<file path="src/rtl/hex_disp_pkg.sv">
// Shared types and constants for the seven-segment display scheduler.
package hex_disp_pkg;

  // Which producer currently owns the display.
  typedef enum logic [0:0] {
    SHOW_A = 1'b0,
    OVR    = 1'b1
  } dispState_t;

  // Active-low code that turns every segment of a digit off (incl. DP).
  localparam logic [7:0] BLANK_CODE = 8'hFF;

  localparam int NUM_DIGITS = 8;
  localparam int NIB_W      = 4;

endpackage

</file>
<file path="src/rtl/hex_seg_lut.sv">
// Hex nibble to active-low seven-segment glyph (bit order gfedcba).
module hex_seg_lut
  import hex_disp_pkg::*;
(
  input  logic [NIB_W-1:0] nib,
  output logic [6:0]       seg
);

  // Standard hex glyphs; lower-case b and d keep them distinct from 8 and 0.
  always_comb begin
    seg = 7'h7F;
    case (nib)
      4'h0:    seg = 7'h40;
      4'h1:    seg = 7'h79;
      4'h2:    seg = 7'h24;
      4'h3:    seg = 7'h30;
      4'h4:    seg = 7'h19;
      4'h5:    seg = 7'h12;
      4'h6:    seg = 7'h02;
      4'h7:    seg = 7'h78;
      4'h8:    seg = 7'h00;
      4'h9:    seg = 7'h10;
      4'hA:    seg = 7'h08;
      4'hB:    seg = 7'h03;
      4'hC:    seg = 7'h46;
      4'hD:    seg = 7'h21;
      4'hE:    seg = 7'h06;
      4'hF:    seg = 7'h0E;
      default: seg = 7'h7F;
    endcase
  end

endmodule

</file>
<file path="src/rtl/hex_disp_sched.sv">
// Display scheduler for eight seven-segment digits: arbitrates a status
// source (A) and a debug override source (B) with a minimum hold time,
// rate-limits updates to a refresh tick, applies leading-zero blanking and
// decimal points. Optional blinking is compiled in with macro BLINK_EN.
module hex_disp_sched
  import hex_disp_pkg::*;
#(
  parameter int TICK_DIV    = 50000,
  parameter int HOLD_TICKS  = 2000,
  parameter int BLINK_TICKS = 250
)(
  input  logic        iCLK,
  input  logic        iRST_N,
  input  logic        iA_VALID,
  input  logic [31:0] iA_DATA,
  output logic        oA_READY,
  input  logic        iB_VALID,
  input  logic [31:0] iB_DATA,
  output logic        oB_READY,
  input  logic        iLZ_EN,
  input  logic [7:0]  iDP,
  input  logic [7:0]  iBLINK_MASK,
  output logic        oOVR,
  output logic [63:0] oHEX
);

  localparam int DIV_W  = (TICK_DIV > 1) ? $clog2(TICK_DIV) : 1;
  localparam int HOLD_W = $clog2(HOLD_TICKS + 1);

  logic [DIV_W-1:0]  divCnt_r;
  logic              tick_s;
  logic              tickDly_r;
  logic              aReady_r, bReady_r;
  logic              aXfer_s, bXfer_s;
  logic [31:0]       shadowA_r, shadowB_r;
  dispState_t        state_r, stateNext_s;
  logic [HOLD_W-1:0] holdCnt_r, holdNext_s;
  logic [31:0]       dispWord_r, dispNext_s;
  logic              ovr_r;
  logic              lzEn_r;
  logic [7:0]        dp_r, blinkMask_r;
  logic              blinkOn_s;
  logic              higherZero_s;
  logic [6:0]        seg_s [NUM_DIGITS];
  logic [63:0]       hexNext_s, hex_r;

  assign tick_s  = (divCnt_r == DIV_W'(TICK_DIV - 1));
  // A pending (uncommitted) update is the same thing as "not ready".
  assign aXfer_s = iA_VALID & aReady_r;
  assign bXfer_s = iB_VALID & bReady_r;

  // Refresh prescaler: 1-cycle tick every TICK_DIV clocks.
  always_ff @(posedge iCLK) begin
    if (!iRST_N)     divCnt_r <= DIV_W'(0);
    else if (tick_s) divCnt_r <= DIV_W'(0);
    else             divCnt_r <= divCnt_r + DIV_W'(1);
  end

  // Source handshakes: accept into shadow, stay busy until the next tick commits it.
  always_ff @(posedge iCLK) begin
    if (!iRST_N) begin
      aReady_r  <= 1'b1;
      bReady_r  <= 1'b1;
      shadowA_r <= 32'h0;
      shadowB_r <= 32'h0;
    end else begin
      if (aXfer_s) begin
        shadowA_r <= iA_DATA;
        aReady_r  <= 1'b0;
      end else if (tick_s) begin
        aReady_r  <= 1'b1;
      end else begin
        aReady_r  <= aReady_r;
      end
      if (bXfer_s) begin
        shadowB_r <= iB_DATA;
        bReady_r  <= 1'b0;
      end else if (tick_s) begin
        bReady_r  <= 1'b1;
      end else begin
        bReady_r  <= bReady_r;
      end
    end
  end

  // Owner selection at each tick; the word loaded is the new owner's shadow.
  always_comb begin
    stateNext_s = state_r;
    holdNext_s  = holdCnt_r;
    dispNext_s  = dispWord_r;
    if (tick_s) begin
      case (state_r)
        SHOW_A: begin
          if (!bReady_r) begin
            stateNext_s = OVR;
            holdNext_s  = HOLD_W'(HOLD_TICKS);
            dispNext_s  = shadowB_r;
          end else begin
            dispNext_s  = shadowA_r;
          end
        end
        OVR: begin
          if (!bReady_r) begin
            holdNext_s  = HOLD_W'(HOLD_TICKS);
            dispNext_s  = shadowB_r;
          end else if (holdCnt_r == HOLD_W'(1)) begin
            stateNext_s = SHOW_A;
            holdNext_s  = HOLD_W'(0);
            dispNext_s  = shadowA_r;
          end else begin
            holdNext_s  = holdCnt_r - HOLD_W'(1);
            dispNext_s  = shadowB_r;
          end
        end
        default: begin
          stateNext_s = SHOW_A;
          holdNext_s  = HOLD_W'(0);
          dispNext_s  = shadowA_r;
        end
      endcase
    end else begin
      stateNext_s = state_r;
      holdNext_s  = holdCnt_r;
      dispNext_s  = dispWord_r;
    end
  end

  // FSM state, display word and the per-tick sampled display options.
  always_ff @(posedge iCLK) begin
    if (!iRST_N) begin
      state_r     <= SHOW_A;
      holdCnt_r   <= HOLD_W'(0);
      dispWord_r  <= 32'h0;
      ovr_r       <= 1'b0;
      lzEn_r      <= 1'b0;
      dp_r        <= 8'h00;
      blinkMask_r <= 8'h00;
    end else begin
      state_r    <= stateNext_s;
      holdCnt_r  <= holdNext_s;
      dispWord_r <= dispNext_s;
      ovr_r      <= (stateNext_s == OVR);
      if (tick_s) begin
        lzEn_r      <= iLZ_EN;
        dp_r        <= iDP;
        blinkMask_r <= iBLINK_MASK;
      end else begin
        lzEn_r      <= lzEn_r;
        dp_r        <= dp_r;
        blinkMask_r <= blinkMask_r;
      end
    end
  end

`ifdef BLINK_EN
  localparam int BLINK_W = $clog2(BLINK_TICKS + 1);
  logic [BLINK_W-1:0] blinkCnt_r;
  logic               blinkPhase_r;

  // Blink phase flips every BLINK_TICKS ticks, starting visible.
  always_ff @(posedge iCLK) begin
    if (!iRST_N) begin
      blinkCnt_r   <= BLINK_W'(0);
      blinkPhase_r <= 1'b1;
    end else if (tick_s) begin
      if (blinkCnt_r == BLINK_W'(BLINK_TICKS - 1)) begin
        blinkCnt_r   <= BLINK_W'(0);
        blinkPhase_r <= ~blinkPhase_r;
      end else begin
        blinkCnt_r   <= blinkCnt_r + BLINK_W'(1);
      end
    end else begin
      blinkCnt_r   <= blinkCnt_r;
      blinkPhase_r <= blinkPhase_r;
    end
  end

  assign blinkOn_s = blinkPhase_r;
`else
  // Without blinking the mask register never gates anything.
  assign blinkOn_s = 1'b1;
`endif

  for (genvar g = 0; g < NUM_DIGITS; g++) begin : gLut
    hex_seg_lut uLut (
      .nib (dispWord_r[g*NIB_W +: NIB_W]),
      .seg (seg_s[g])
    );
  end

  // Per-digit composition: leading-zero blank, blink blank, or DP + glyph.
  always_comb begin
    higherZero_s = 1'b1;
    hexNext_s    = {64{1'b1}};
    for (int k = NUM_DIGITS - 1; k >= 0; k--) begin
      higherZero_s = higherZero_s & (dispWord_r[k*NIB_W +: NIB_W] == 4'h0);
      if ((lzEn_r & higherZero_s & (k != 0)) | (~blinkOn_s & blinkMask_r[k])) begin
        hexNext_s[k*8 +: 8] = BLANK_CODE;
      end else begin
        hexNext_s[k*8 +: 8] = {~dp_r[k], seg_s[k]};
      end
    end
  end

  // Output register only loads in the cycle after a tick, so the pins stay
  // dark from reset until the first committed word.
  always_ff @(posedge iCLK) begin
    if (!iRST_N) begin
      tickDly_r <= 1'b0;
      hex_r     <= {64{1'b1}};
    end else begin
      tickDly_r <= tick_s;
      if (tickDly_r) hex_r <= hexNext_s;
      else           hex_r <= hex_r;
    end
  end

  assign oA_READY = aReady_r;
  assign oB_READY = bReady_r;
  assign oOVR     = ovr_r;
  assign oHEX     = hex_r;

endmodule

</file>
<file path="config.mk">
export PLATFORM = sky130hd
export DESIGN_NAME = hex_disp_sched
export DESIGN_NICKNAME = d
export VERILOG_FILES = /design/src/rtl/hex_disp_pkg.sv /design/src/rtl/hex_seg_lut.sv /design/src/rtl/hex_disp_sched.sv
export SDC_FILE = /design/constraint.sdc
export NUM_CORES = 1
export LEC_CHECK = 0
export CELL_PAD_IN_SITES_DETAIL_PLACEMENT = 0
export CELL_PAD_IN_SITES_GLOBAL_PLACEMENT = 1
export CORE_MARGIN = 3
export CORE_UTILIZATION = 45
export DETAILED_ROUTE_END_ITERATION = 10
export PLACE_DENSITY_LB_ADDON = 0.1
export SYNTH_ARGS = -nofsm -noshare
export SYNTH_HDL_FRONTEND = slang
export SYNTH_SLANG_ARGS = --single-unit
</file>
<file path="constraint.sdc">
create_clock -name iCLK -period 8.15 [get_ports iCLK]
set_input_delay 1.63 -clock iCLK [delete_from_list [all_inputs] [get_ports iCLK]]
set_output_delay 1.63 -clock iCLK [all_outputs]
set_load 0.005 [all_outputs]
</file>
### Word-level counts from Yosys, hierarchy flattened

Memory sizes are Yosys's and may differ from the RTL's. A register that Yosys moved wholly into a read port is not among the register bits.
Cells that the tools add are included.

* register bits: 200
* bits in read-only memories: 896
* memories kept: 8

Memory list
* (name not given): words 16, bits a word 7, rd ports 1, clocked after Yosys merged registers in 1, write ports 0, RTL line hex_seg_lut.sv:12 `case (nib)`
* (name not given): words 16, bits a word 7, rd ports 1, clocked after Yosys merged registers in 1, write ports 0, RTL line hex_seg_lut.sv:12
* (name not given): words 16, bits a word 7, rd ports 1, clocked after Yosys merged registers in 1, write ports 0, RTL line hex_seg_lut.sv:12
* (name not given): words 16, bits a word 7, rd ports 1, clocked after Yosys merged registers in 1, write ports 0, RTL line hex_seg_lut.sv:12
* (name not given): words 16, bits a word 7, rd ports 1, clocked after Yosys merged registers in 1, write ports 0, RTL line hex_seg_lut.sv:12
* (name not given): words 16, bits a word 7, rd ports 1, clocked after Yosys merged registers in 1, write ports 0, RTL line hex_seg_lut.sv:12
* 2 more memories

* $add $sub $neg: 2
* eq/ne operators: 3
* muxes and demuxes: 36
* bitwise operators: 25
* reduce and logical (&&, ||, !) cells: 12

Operator list (number)
* 2-to-1 mux 32 bit: 3
* case mux 32 bit (2 select lines): 1
* 2-to-1 mux 4 bit: 14
* 2-to-1 mux 8 bit: 7
* 2-to-1 mux 11 bit: 3
* logical NOT 4 bit: 7
* case mux 11 bit (2 select lines): 1
* adder 16 x 1 -> 16 bit, second input constant: 1
* == test 16 bit, second input constant: 1
* AND 1 bit: 15
* == test 11 x 1 -> 1 bit, second input constant: 1
* subtractor 11 x 1 -> 11 bit, second input constant: 1
* NOT 1 bit: 10
* 2-to-1 mux 1 bit: 6
* nonzero test 2 bit: 2
* inequality test 2 bit, second input constant: 1
* case mux 1 bit (2 select lines): 1
* AND reduction 2 bit: 1
* OR reduction 2 bit: 1
* logical NOT 1 bit: 1

### Longest topological paths before layout

Gate-level depths: netlist of run 1.

* depth after elaboration: 9
* mapped depth: 13

### Cells and area by module

From an unflattened synthesis of run 1, not the netlist that was laid out.

* cell total of the unflattened synthesis: 1137
* area total of the unflattened synthesis: 9873.2 µm²

By module, submodules not included
* hex_disp_sched: instances 1, cells an instance 881, area an instance 7671.1 µm²
* hex_seg_lut: instances 8, cells an instance 32, area an instance 275.3 µm²

### Worst setup path before layout of run 1

No wires, ideal clock.

* kind: input port to flip-flop
* start point: in iRST_N
* end point: reg gLut[4].uLut.seg[0] (netlist name)
* data arrival time: 3.470 ns
* setup slack: 4.558 ns
* cell stages on the path: 9
* buffers on the path: 2
* cells stage by stage: inv_1 nor2_2 buf_2 buf_2 nand2_1 o21ai_1 inv_1 ha_1 a221o_1

* word-level cells in the longest chain between the ends: 1

RTL lines
* start, declared: RTL line hex_disp_sched.sv:13 `input logic iRST_N,`
* 2-to-1 mux 4 bit (no source line)

No other way between the ends.
A chain may end at the register's enable or synchronous reset.

### Final worst setup path of run 1

* start point: in iRST_N
* end point: reg gLut[3].uLut.seg[0] (netlist name)

* word-level cells in the longest chain between the ends: 1

RTL lines
* 2-to-1 mux 4 bit (no source line)

No other way between the ends.

==> results.txt, run 1 <==
----------------------------------------------------
[Clock network]
  Sinks on Clock Net ... 249
  Clk Latency, worst-skew pair ... 0.52 ns
  Setup fix buffers added after clock tree synthesis ... 0
  Root Driver ... sky130_fd_sc_hd__clkbuf_16
  Number of buffers added to fix hold violations after cts ... 0
  Max Buffers Root-to-Sink ... 3
  Count of cells resized by post-cts repair ... 0
  Clock-pin slew of the registers on the worst-case setup and hold paths ... around 0.060 ns
  Total CTS buffers ... 27
  Maximum level of the CTS H-tree ... 1
  Clock tree from TritonCTS ... yes

[Global route]
  Grt ovf ... 0
  Largest net degree at the start of global routing ... 67
  Vias in the first global route ... 7923
  Number of antenna violations at the first check in global routing ... 0
  First-pass GRT wire length ... 41.5 mm
  GRT Overall Usage ... 0.195

[Yosys]
  Number of nets in the synthesized netlist ... 1300
  Simple-Gate Fraction of Synth Area ... 0.152
  Combinational family with the most area after synthesis ... compound AO/OA/AOI/OAI gates
  Main synth FF type ... sky130_fd_sc_hd__dfxtp_1
  Fraction of registers with async set or reset after synthesis ... 0
  Compound-cell area share of the yosys netlist ... 0.177
  Post-synthesis sequential element count ... 249
  Mux share of post-synthesis cell area ... 0.0809
  EDFF count, synth ... 0
  Register area share after synthesis ... 0.462
  Yosys top cell area share ... 0.462
  Number of warnings issued by yosys ... 0
  Total standard cell area after synthesis ... 10800 um^2
  Mean Syn Cell Area ... 9.27 um^2
  XOR/XNOR Fraction of Synth Area ... 0.0187
  Synth area leader ... sky130_fd_sc_hd__dfxtp_1
  Area contributors post-synth ... sky130_fd_sc_hd__dfxtp_1 (46%), sky130_fd_sc_hd__nand2_1 (8.7%), sky130_fd_sc_hd__mux2i_1 (7.9%)
  Library cells used by synthesis ... between 50 and 60
  Post-synthesis cell count ... 1164
  Post-synthesis adder-cell area fraction ... 0.0591

[Setup path]
  CP top delay family ... buffers and inverters
  Number of logic stages on the critical path including buffering ... 7
  Number of cells on the worst reg-to-reg path ... 8
  Worst Path Arrival ... 4.05 ns
  Slowest cell on the critical path ... sky130_fd_sc_hd__o21ai_1
  Maximum fanout along the worst path ... 31
  Flop-to-flop setup slack ... 4.61 ns
  Delay contributed by the slowest stage of the critical path ... 0.49 ns
  Terminus of the critical flop-to-flop path ... gLut[3].uLut.seg[0]
  Cells along the critical path ... buf_2 -> nand2_2 -> buf_4 -> o21ai_1 -> inv_1 -> ha_1 -> a221o_1
  Data required time of the critical path ... 8.55 ns
  Critical path capture point type ... flop
  Worst flop-to-flop path startpoint ... divCnt_r[5]
  Startpoint Class ... input pin
  CP Class ... in -> reg
  Count of buffering cells on the critical path with inverters included ... 3

[Place]
  Placed cell area ... 12400 um^2
  Count of input and output buffers ... about 140
  Dpl hpwl ... 17.2 mm
  Final weighted congestion in routability-driven placement ... 0.810

[Min path]
  Classification of the worst-slack hold path ... reg -> reg
  Hold endpoint ... oHEX[50]
  Worst Min Path Start ... gLut[6].uLut.seg[2]
  Worst Hold Depth ... 2

[STA]
  Shortest clock period the worst path allows after layout ... 3.65 ns
  Relative slew slack ... 0.349
  Transition at the pin with the smallest max-transition slack ... 0.974 ns
  Period Utilization, post-route ... 0.448
  Smallest hold slack ... around 0.45 ns
  Unrepaired setup endpoints after global routing ... false
  Setup Viol. Count Final ... 0
  Fmax ... about 270 MHz
  Worst clock skew on the final layout ... 0.0107 ns
  Setup tns final ... 0 ns
  Slew Viols, Final ... 0
  Fin. Hold Viols ... 0

[Power and ir drop]
  Lkg Pwr ... approximately 4.9 nW
  Worst-case vdd ir drop ... 0.000146 V
  Power per Cell Area ... a little under 200 nW/um^2

[Route]
  Initial detailed-routing violation count ... ~490
  Remaining DRCs ... 0
  Number of nets with antenna violations after detailed routing ... 0
  Total Wirelength ... 25.8 mm
  Drt pass-1 iters ... 5
  Post-detailed-route wirelength per cell ... about 16 um
  Total number of vias ... a little over 8000
  Vias per cell ... approximately 5

[Cells and area]
  Final core utilization ... 0.562
  Fraction of layout instances using a drive strength above 1 ... 0.0703
  Most frequent cells in the layout ... sky130_fd_sc_hd__nand2_1 (248), sky130_fd_sc_hd__dfxtp_1 (248), sky130_fd_sc_hd__clkdlybuf4s50_1 (142)
  Post-layout net count ... approximately 1400
  Fillers ... 2221
  Layout area overhead ... 22.6%
  Final instance area ... 13200 um^2

[Die]
  Core outline area ... 23500 um^2
  Overall die width ... 161 um
  Die outline area ... 25900 um^2
  Cell Rows ... 56
  Ports ... 152
  Starting density of the core ... 0.458
  Y dimension of the die ... approximately 160 um

[Job]
  Max-cap violations ... 0

[Outcome]
  Result of the run ... finished clean

----------------------------------------------------
## metal layers
| layer | track usage | routed length, um |
|---|---|---|
| met1 | 0.274 | 12600 |
| met2 | 0.317 | 11500 |
| met3 | 0.0343 | 1390 |
| met4 | 0.0372 | 342 |
| met5 | 0 | 0 |
## worst register-to-register path: stages, from the launching register on
cell	delay [ns]
sky130_fd_sc_hd__dfxtp_1	0.35
sky130_fd_sc_hd__or4b_4	0.55
sky130_fd_sc_hd__nor4_4	0.38
sky130_fd_sc_hd__nand2_2	0.40
sky130_fd_sc_hd__buf_4	0.42
sky130_fd_sc_hd__o21ai_1	0.51
sky130_fd_sc_hd__inv_1	0.17
sky130_fd_sc_hd__ha_1	0.30
sky130_fd_sc_hd__a221o_1	0.34
## stage by stage
stage               instances  total power, mW  worst slack, ns
floorplan                1164             1.37             4.56
global placement         1568             1.44             3.96
detailed placement       1568             1.44             3.94
CTS                      1613             2.64             4.50
global route             1613             2.71             4.22
finish                   1614             2.61             4.50
## synthesized netlist by cell type, types with 3 or more instances
cell and number:
sky130_fd_sc_hd__a21oi_1 78, sky130_fd_sc_hd__a221o_1 7, sky130_fd_sc_hd__a22o_1 5, sky130_fd_sc_hd__a2bb2oi_4 7, sky130_fd_sc_hd__a32o_1 7, sky130_fd_sc_hd__and2_1 3
sky130_fd_sc_hd__and3_1 11, sky130_fd_sc_hd__buf_1 6, sky130_fd_sc_hd__buf_2 5, sky130_fd_sc_hd__buf_4 3, sky130_fd_sc_hd__buf_6 12, sky130_fd_sc_hd__clkbuf_1 43
sky130_fd_sc_hd__dfxtp_1 249, sky130_fd_sc_hd__ha_1 51, sky130_fd_sc_hd__inv_1 39, sky130_fd_sc_hd__inv_2 6, sky130_fd_sc_hd__mux2i_1 85, sky130_fd_sc_hd__nand2_1 249
sky130_fd_sc_hd__nand2b_1 3, sky130_fd_sc_hd__nand3_1 9, sky130_fd_sc_hd__nand3b_1 8, sky130_fd_sc_hd__nand4_1 3, sky130_fd_sc_hd__nor2_1 47, sky130_fd_sc_hd__nor3_1 5
sky130_fd_sc_hd__nor4_1 6, sky130_fd_sc_hd__o211ai_1 4, sky130_fd_sc_hd__o21ai_0 53, sky130_fd_sc_hd__o21ai_1 10, sky130_fd_sc_hd__o22ai_1 66, sky130_fd_sc_hd__o2bb2ai_1 11
sky130_fd_sc_hd__o2bb2ai_2 3, sky130_fd_sc_hd__o2bb2ai_4 7, sky130_fd_sc_hd__o311ai_0 3, sky130_fd_sc_hd__or2_1 5, sky130_fd_sc_hd__or3_1 10, sky130_fd_sc_hd__xnor2_1 14
sky130_fd_sc_hd__xor2_1 9
## final cells by class
class	instances	area [um^2]	share of cell area
well taps	319	399	0.0302
diodes	1	2.50	0.000189
multi-input cells	800	5290	0.400
flip-flops and latches	249	4990	0.377
clock inverters	10	106	0.00804
clock buffers	35	766	0.0579
inverters	46	174	0.0131
repair buffers	154	1510	0.114
## worst max path at each step
| stage | slack (ns) | endpoint | from |
|---|---|---|---|
| final | 4.50 | gLut[3].uLut.seg[0] | iRST_N |
| after global placement | 3.96 | gLut[2].uLut.seg[0] | iRST_N |
| after CTS | 4.50 | gLut[3].uLut.seg[0] | iRST_N |
| after floorplan | 4.56 | gLut[4].uLut.seg[0] | iRST_N |
| after detailed placement | 3.94 | gLut[3].uLut.seg[1] | iRST_N |
| after global routing | 4.22 | gLut[3].uLut.seg[1] | iRST_N |
## report_power, final
part | total (mW) | switching [mW] | leakage [nW] | internal (mW)
combinational | 0.160 | 0.0890 | 2.42 | 0.0709
sequential | 1.25 | 0.0132 | 2.02 | 1.24
clock | 1.20 | 0.477 | 0.434 | 0.719
total | 2.61 | 0.579 | 4.87 | 2.03
## flip-flops by register name, indices dropped and copies added, names as in the netlist, 8 cells and up
register / count
oHEX: 64
gLut.uLut.seg: 49
dispWord_r: 32
shadowA_r: 32
shadowB_r: 32
divCnt_r: 16
holdCnt_r: 11
dp_r: 8
## logic make-up after synthesis
kind of cell / after synthesis
simple gates: 375
compound gates: 265
flops: 249
buf+inv: 115
mux: 86
fa+ha+maj: 51
xor+xnor: 23
Note: power is estimated with default switching activity, not from simulation.
==> inputs of run 2 (changes only) <==
- CORE_UTILIZATION: 45 -> 38
- clock period: 8.15 -> 3.06 ns (I/O delays scaled with it)
==> results.txt, run 2 (same netlist as run 1, synthesis figures left out) <==
----------------------------------------------------
[STA]
  Transition at the pin with the smallest max-transition slack ... 0.802 ns (-0.172 ns)
  Worst clock skew on the final layout ... 0.00876 ns (-0.00192 ns)
  Slew Viols, Final ... 0 (unchanged)
  Period Utilization, post-route ... 0.901
  Setup ws final ... 0.303 ns (-4.19 ns)
  Fin. Hold Viols ... 0 (unchanged)
  Shortest clock period the worst path allows after layout ... 2.76 ns
  Setup Viol. Count Final ... 0 (unchanged)
  Setup tns final ... 0 ns (unchanged)
  Fmax ... between 300 and 400 MHz
  Unrepaired setup endpoints after global routing ... false
  Relative slew slack ... 0.465 (+0.116)

[Power and ir drop]
  Combinational group share of total power ... 0.060 (about the same)
  Relative contribution of sequential cells to total power ... 0.460 (-0.020)
  Sw Ratio ... 0.218 (-0.00435)
  Internal power ... 5.68 mW (+180%)
  Relative contribution of the clock network to total power ... 0.480 (+0.022)
  Power per Cell Area ... 531 nW/um^2 (+170%)
  Lkg Pwr ... 5.08 nW (+4.3%)
  Total net switching power ... 1.58 mW (+170%)
  Worst-case vdd ir drop ... 0.000367 V (+150%)

[Clock network]
  Root Driver ... sky130_fd_sc_hd__clkbuf_16
  Maximum level of the CTS H-tree ... 1 (unchanged)
  Clock tree from TritonCTS ... yes
  Clk Latency, worst-skew pair ... 0.53 ns (about the same)
  Max Buffers Root-to-Sink ... 3 (unchanged)
  Number of buffers added to fix hold violations after cts ... 0 (unchanged)
  Sinks on Clock Net ... 249 (unchanged)
  Clock-pin slew of the registers on the worst-case setup and hold paths ... 0.06 ns (about the same)
  Total CTS buffers ... 29 (+7.4%)
  Count of cells resized by post-cts repair ... 0 (unchanged)
  Setup fix buffers added after clock tree synthesis ... 0 (unchanged)

[Setup path]
  Maximum fanout along the worst path ... 33 (+6.5%)
  Slowest cell on the critical path ... sky130_fd_sc_hd__dfxtp_1
  Critical path capture point type ... flop
  Data required time of the critical path ... 3.48 ns (-5.07 ns)
  CP Class ... reg -> reg
  Delay contributed by the slowest stage of the critical path ... 0.39 ns (-0.10 ns)
  Number of cells on the worst reg-to-reg path ... 10 (+2)
  Startpoint Class ... flop
  Count of buffering cells on the critical path with inverters included ... 2 (-1)
  Terminus of the critical flop-to-flop path ... gLut[3].uLut.seg[0]
  Flop-to-flop setup slack ... 0.30 ns (-4.31 ns)
  CP top delay family ... compound AO/OA/AOI/OAI gates
  Worst Path Arrival ... 3.18 ns (-0.87 ns)
  Worst flop-to-flop path startpoint ... holdCnt_r[0]
  Cells along the critical path ... ha_1 -> nor3b_1 -> a41oi_4 -> buf_12 -> mux2i_1 -> o2bb2ai_1 -> buf_4 -> ha_1 -> and3_1 -> a221o_1
  Top cell by count, worst path ... sky130_fd_sc_hd__ha_1

[Cells and area]
  Most frequent cells in the layout ... sky130_fd_sc_hd__nand2_1 (248), sky130_fd_sc_hd__dfxtp_1 (248), sky130_fd_sc_hd__clkdlybuf4s50_1 (142)
  Flip-flop count of the largest register after layout ... 64 (unchanged)
  Post-layout net count ... 1444 (+2.1%)
  Final core utilization ... 0.491 (-0.0713)
  Antenna diode count ... 0 (-1)
  Layout area overhead ... 26.6%
  Fraction of layout instances using a drive strength above 1 ... 0.0903 (+0.0200)

[Route]
  Number of nets with antenna violations after detailed routing ... 0 (unchanged)
  Post-detailed-route wirelength per cell ... 15.6 um (-2.6%)
  Vias per cell ... 4.89 (-4.7%)
  Initial detailed-routing violation count ... 336 (-31%)
  Remaining DRCs ... 0 (unchanged)
  Total number of vias ... 8353 (+0.80%)
  Total Wirelength ... 26.6 mm (+3.0%)
  Drt pass-1 iters ... 6 (+1)

[Place]
  Dpl hpwl ... 18.4 mm (+7.0%)
  Count of input and output buffers ... 143 (unchanged)
  DP Worst Slack ... 0.268 ns (-3.68 ns)
  Final weighted congestion in routability-driven placement ... 0.803 (-0.86%)

[Global route]
  Vias in the first global route ... 7922 (-0.013%)
  Largest net degree at the start of global routing ... 74 (+10%)
  Number of antenna violations at the first check in global routing ... 0 (unchanged)
  Grt ovf ... 0 (unchanged)
  First-pass GRT wire length ... 43.0 mm (+3.5%)
  GRT Overall Usage ... 0.170 (-0.0242)

[Die]
  Y dimension of the die ... 175 um (+8.5%)
  Cell Rows ... 61 (+8.9%)
  Starting density of the core ... 0.387 (-0.0710)
  Ports ... 152 (unchanged)
  Die outline area ... 30500 um^2 (+18%)
  Core outline area ... 27900 um^2 (+18%)
  Overall die width ... 175 um (+8.5%)

[Min path]
  Worst Hold Depth ... 2 (unchanged)
  Worst Min Path Start ... iRST_N
  Classification of the worst-slack hold path ... in -> reg
  Hold endpoint ... oA_READY

[Outcome]
  Result of the run ... finished clean

[Job]
  Max-cap violations ... 0 (unchanged)

----------------------------------------------------
==> run 2: through the flow <==
step                      std cells  power [mW]  hold slack (ns)  area (um^2)
after CTS                      1707        7.37            0.353        13700
after global routing           1707        7.53            0.380        13700
final                          1707        7.26            0.398        13700
after global placement         1655        3.85            0.432        12700
after detailed placement       1655        3.85            0.438        12700
after floorplan                1164        3.64            0.426        10800
==> run 2: worst max path at each step <==
stage,start,to,cells after the start
final,holdCnt_r[0],gLut[3].uLut.seg[0],10
after global routing,holdCnt_r[1],gLut[3].uLut.seg[0],11
after CTS,holdCnt_r[0],gLut[3].uLut.seg[0],10
after detailed placement,holdCnt_r[0],gLut[3].uLut.seg[0],10
after global placement,holdCnt_r[0],gLut[3].uLut.seg[0],10
after floorplan,holdCnt_r[1],gLut[3].uLut.seg[0],12
==> run 2: worst reg2reg max path, cell delays in order (launching register included) <==
cell and delay (ns):
sky130_fd_sc_hd__dfxtp_1 0.39, sky130_fd_sc_hd__ha_1 0.17, sky130_fd_sc_hd__nor3b_1 0.35, sky130_fd_sc_hd__a41oi_4 0.19
sky130_fd_sc_hd__buf_12 0.23, sky130_fd_sc_hd__mux2i_1 0.39, sky130_fd_sc_hd__o2bb2ai_1 0.14, sky130_fd_sc_hd__buf_4 0.17
sky130_fd_sc_hd__ha_1 0.21, sky130_fd_sc_hd__and3_1 0.15, sky130_fd_sc_hd__a221o_1 0.25
==> run 2: power groups by stage <==
stage	registers, mW	logic, mW	clock network (mW)
floorplan	3.40	0.241	0
global placement	3.41	0.440	0
detailed placement	3.41	0.441	0
CTS	3.34	0.443	3.59
global route	3.34	0.476	3.71
finish	3.34	0.436	3.48
==> run 2: layout make-up <==
class / count / area, um^2
Fill cell: 2681 / 14200
Clock inverter: 7 / 113
Clock buffer: 45 / 866
Tap cell: 378 / 473
Sequential cell: 249 / 4990
Inverter: 46 / 174
Timing Repair Buffer: 182 / 1770
Multi-Input combinational cell: 800 / 5290
==> run 2: layer usage <==
layer,up-vias,GRT usage,part of all wire,wire [um]
met5,-,0,0,0
met4,0,0.0369,0.016,422
met3,34,0.0325,0.050,1320
met2,143,0.264,0.43,11600
met1,3858,0.247,0.50,13300
li1,4318,-,-,-
==> inputs of run 3 (changes only) <==
- CTS_BUF_LIST: not set -> sky130_fd_sc_hd__clkbuf_4 sky130_fd_sc_hd__clkbuf_8 sky130_fd_sc_hd__clkbuf_16
==> results.txt, run 3 (same netlist as run 1, synthesis figures left out) <==
----------------------------------------------------
[Outcome]
  Result of the run ... finished clean

[Clock network]
  Setup fix buffers added after clock tree synthesis ... 0 (unchanged)
  Number of buffers added to fix hold violations after cts ... 0 (unchanged)
  Sinks on Clock Net ... 249 (unchanged)
  Clock-pin slew of the registers on the worst-case setup and hold paths ... 0.06 ns (about the same)
  Clk Latency, worst-skew pair ... 0.53 ns (about the same)
  Root Driver ... sky130_fd_sc_hd__clkbuf_16
  Clock tree from TritonCTS ... yes
  Total CTS buffers ... 29 (unchanged)
  Max Buffers Root-to-Sink ... 3 (unchanged)
  Maximum level of the CTS H-tree ... 1 (unchanged)
  Count of cells resized by post-cts repair ... 0 (unchanged)

[Die]
  Y dimension of the die ... 175 um (unchanged)
  Ports ... 152 (unchanged)
  Overall die width ... 175 um (unchanged)
  Die outline area ... 30500 um^2 (unchanged)
  Starting density of the core ... 0.387 (unchanged)
  Cell Rows ... 61 (unchanged)
  Core outline area ... 27900 um^2 (unchanged)

[STA]
  Relative slew slack ... 0.456 (-0.00945)
  Slew Viols, Final ... 0 (unchanged)
  Smallest hold slack ... 0.388 ns (-0.00999 ns)
  Worst clock skew on the final layout ... 0.00776 ns (-0.00100 ns)
  Fmax ... 361 MHz (-0.49%)
  Fin. Hold Viols ... 0 (unchanged)
  Setup Viol. Count Final ... 0 (unchanged)
  Period Utilization, post-route ... 0.905 (+0.00440)
  Setup tns final ... 0 ns (unchanged)
  Transition at the pin with the smallest max-transition slack ... 0.816 ns (+0.0142 ns)
  Unrepaired setup endpoints after global routing ... false
  Shortest clock period the worst path allows after layout ... 2.77 ns (+0.0135 ns)

[Setup path]
  Critical path capture point type ... flop
  Maximum fanout along the worst path ... 33 (unchanged)
  Cells along the critical path ... ha_1 -> nor3b_1 -> a41oi_4 -> buf_12 -> mux2i_1 -> o2bb2ai_1 -> buf_4 -> ha_1 -> and3_1 -> a221o_1
  Slowest cell on the critical path ... sky130_fd_sc_hd__dfxtp_1
  Worst Path Arrival ... 3.19 ns (about the same)
  CP Class ... reg -> reg
  Critical path launch point ... holdCnt_r[0]
  Startpoint Class ... flop
  Data required time of the critical path ... 3.48 ns (about the same)
  Top cell by count, worst path ... sky130_fd_sc_hd__ha_1
  Worst flop-to-flop path startpoint ... holdCnt_r[0]
  Delay contributed by the slowest stage of the critical path ... 0.39 ns (about the same)

[Cells and area]
  Post-layout net count ... 1444 (unchanged)
  Non-filler cells in the finished layout ... 1707 (unchanged)
  Area of the multi-input gates ... 5290 um^2 (unchanged)
  Fillers ... 2677 (-0.15%)
  Antenna diode count ... 0 (unchanged)
  Final core utilization ... 0.492 (+0.00108)
  Most frequent cells in the layout ... sky130_fd_sc_hd__nand2_1 (248), sky130_fd_sc_hd__dfxtp_1 (248), sky130_fd_sc_hd__clkdlybuf4s50_1 (142)
  Sequential standard cell area ... 4990 um^2 (unchanged)
  Layout area overhead ... 26.9%
  Fraction of layout instances using a drive strength above 1 ... 0.0963 (+0.00602)
  Flip-flop count of the largest register after layout ... 64 (unchanged)

[Place]
  Number of placed instances with taps included ... 1655 (unchanged)
  Final weighted congestion in routability-driven placement ... 0.803 (unchanged)
  Count of input and output buffers ... 143 (unchanged)
  Dpl hpwl ... 18.4 mm (unchanged)

[Power and ir drop]
  Worst-case vdd ir drop ... 0.000368 V (about the same)
  Power per Cell Area ... 535 nW/um^2 (+0.67%)
  Final Total Pwr ... 7.32 mW (+0.89%)
  Lkg Pwr ... 5.11 nW (+0.54%)

[Min path]
  Worst Min Path Start ... iRST_N
  Classification of the worst-slack hold path ... in -> reg

[Global route]
  Grt ovf ... 0 (unchanged)
  Global-route track usage on met1 ... 0.247 (-0.000341)
  Met3 usage ... 0.0325 (unchanged)
  Vias in the first global route ... 7910 (-0.15%)
  First-pass GRT wire length ... 42.9 mm (-0.11%)
  GRT Overall Usage ... 0.170 (about the same)
  Most Crowded Layer GR ... met2
  Largest net degree at the start of global routing ... 74 (unchanged)
  Global-route track usage on met2 ... 0.264 (about the same)
  Number of antenna violations at the first check in global routing ... 0 (unchanged)

[Route]
  Vias per cell ... 4.90 (+0.11%)
  Total Wirelength ... 26.5 mm (-0.27%)
  Initial detailed-routing violation count ... 349 (+3.9%)
  Total number of vias ... 8362 (+0.11%)
  Drt pass-1 iters ... 4 (-2)
  Remaining DRCs ... 0 (unchanged)
  Post-detailed-route wirelength per cell ... 15.5 um (-0.27%)
  Number of nets with antenna violations after detailed routing ... 0 (unchanged)

[Job]
  Max-cap violations ... 0 (unchanged)

----------------------------------------------------
## run 3: cell count changes in the layout (fill, tap and decap cells not counted)
cell,before,now
sky130_fd_sc_hd__clkbuf_1,8,0
sky130_fd_sc_hd__clkbuf_4,0,8
## run 3: worst paths after layout
kind                          to  slack, ns  cells past startpoint
max          gLut[3].uLut.seg[0]       0.29                     10
min                     oA_READY       0.39                      2
max reg2reg  gLut[3].uLut.seg[0]       0.29                     10
min reg2reg             oHEX[10]       0.45                      2
## run 3: cell type report
cell class,count,share of cell area
Timing Repair Buffer,182,0.129
Multi-Input combinational cell,800,0.386
Clock inverter,7,0.00822
Sequential cell,249,0.364
Tap cell,378,0.0345
Inverter,46,0.0127
Clock buffer,45,0.0654
## run 3: critical path, delay by kind of cell, from the launching register on
| kind | cells | cell delay, ns |
|---|---|---|
| buffers and inverters | 2 | 0.39 |
| and+or+nand+nor | 2 | 0.50 |
| DFF | 1 | 0.39 |
| adders and majority gates | 2 | 0.40 |
| AOI/OAI and AO/OA | 3 | 0.58 |
| muxes | 1 | 0.36 |
## run 3: power breakdown
part | internal (mW) | switching [mW]
Sequential | 3.31 | 0.0322
Clock | 2.25 | 1.30
Combinational | 0.196 | 0.240
## run 3: metal layers
metal,wire length (um),share of wire
met2,11500,0.43
met3,1370,0.052
met4,423,0.016
met1,13200,0.50
met5,0,0
## run 3: through the flow
| stage | setup slack, ns | instance area [um^2] |
|---|---|---|
| 2_1_floorplan | 0.182 | 10800 |
| 3_3_place_gp | 0.316 | 12700 |
| 3_5_place_dp | 0.268 | 12700 |
| 4_1_cts | 0.252 | 13700 |
| 5_1_grt | 0.127 | 13700 |
| 6_report | 0.290 | 13700 |
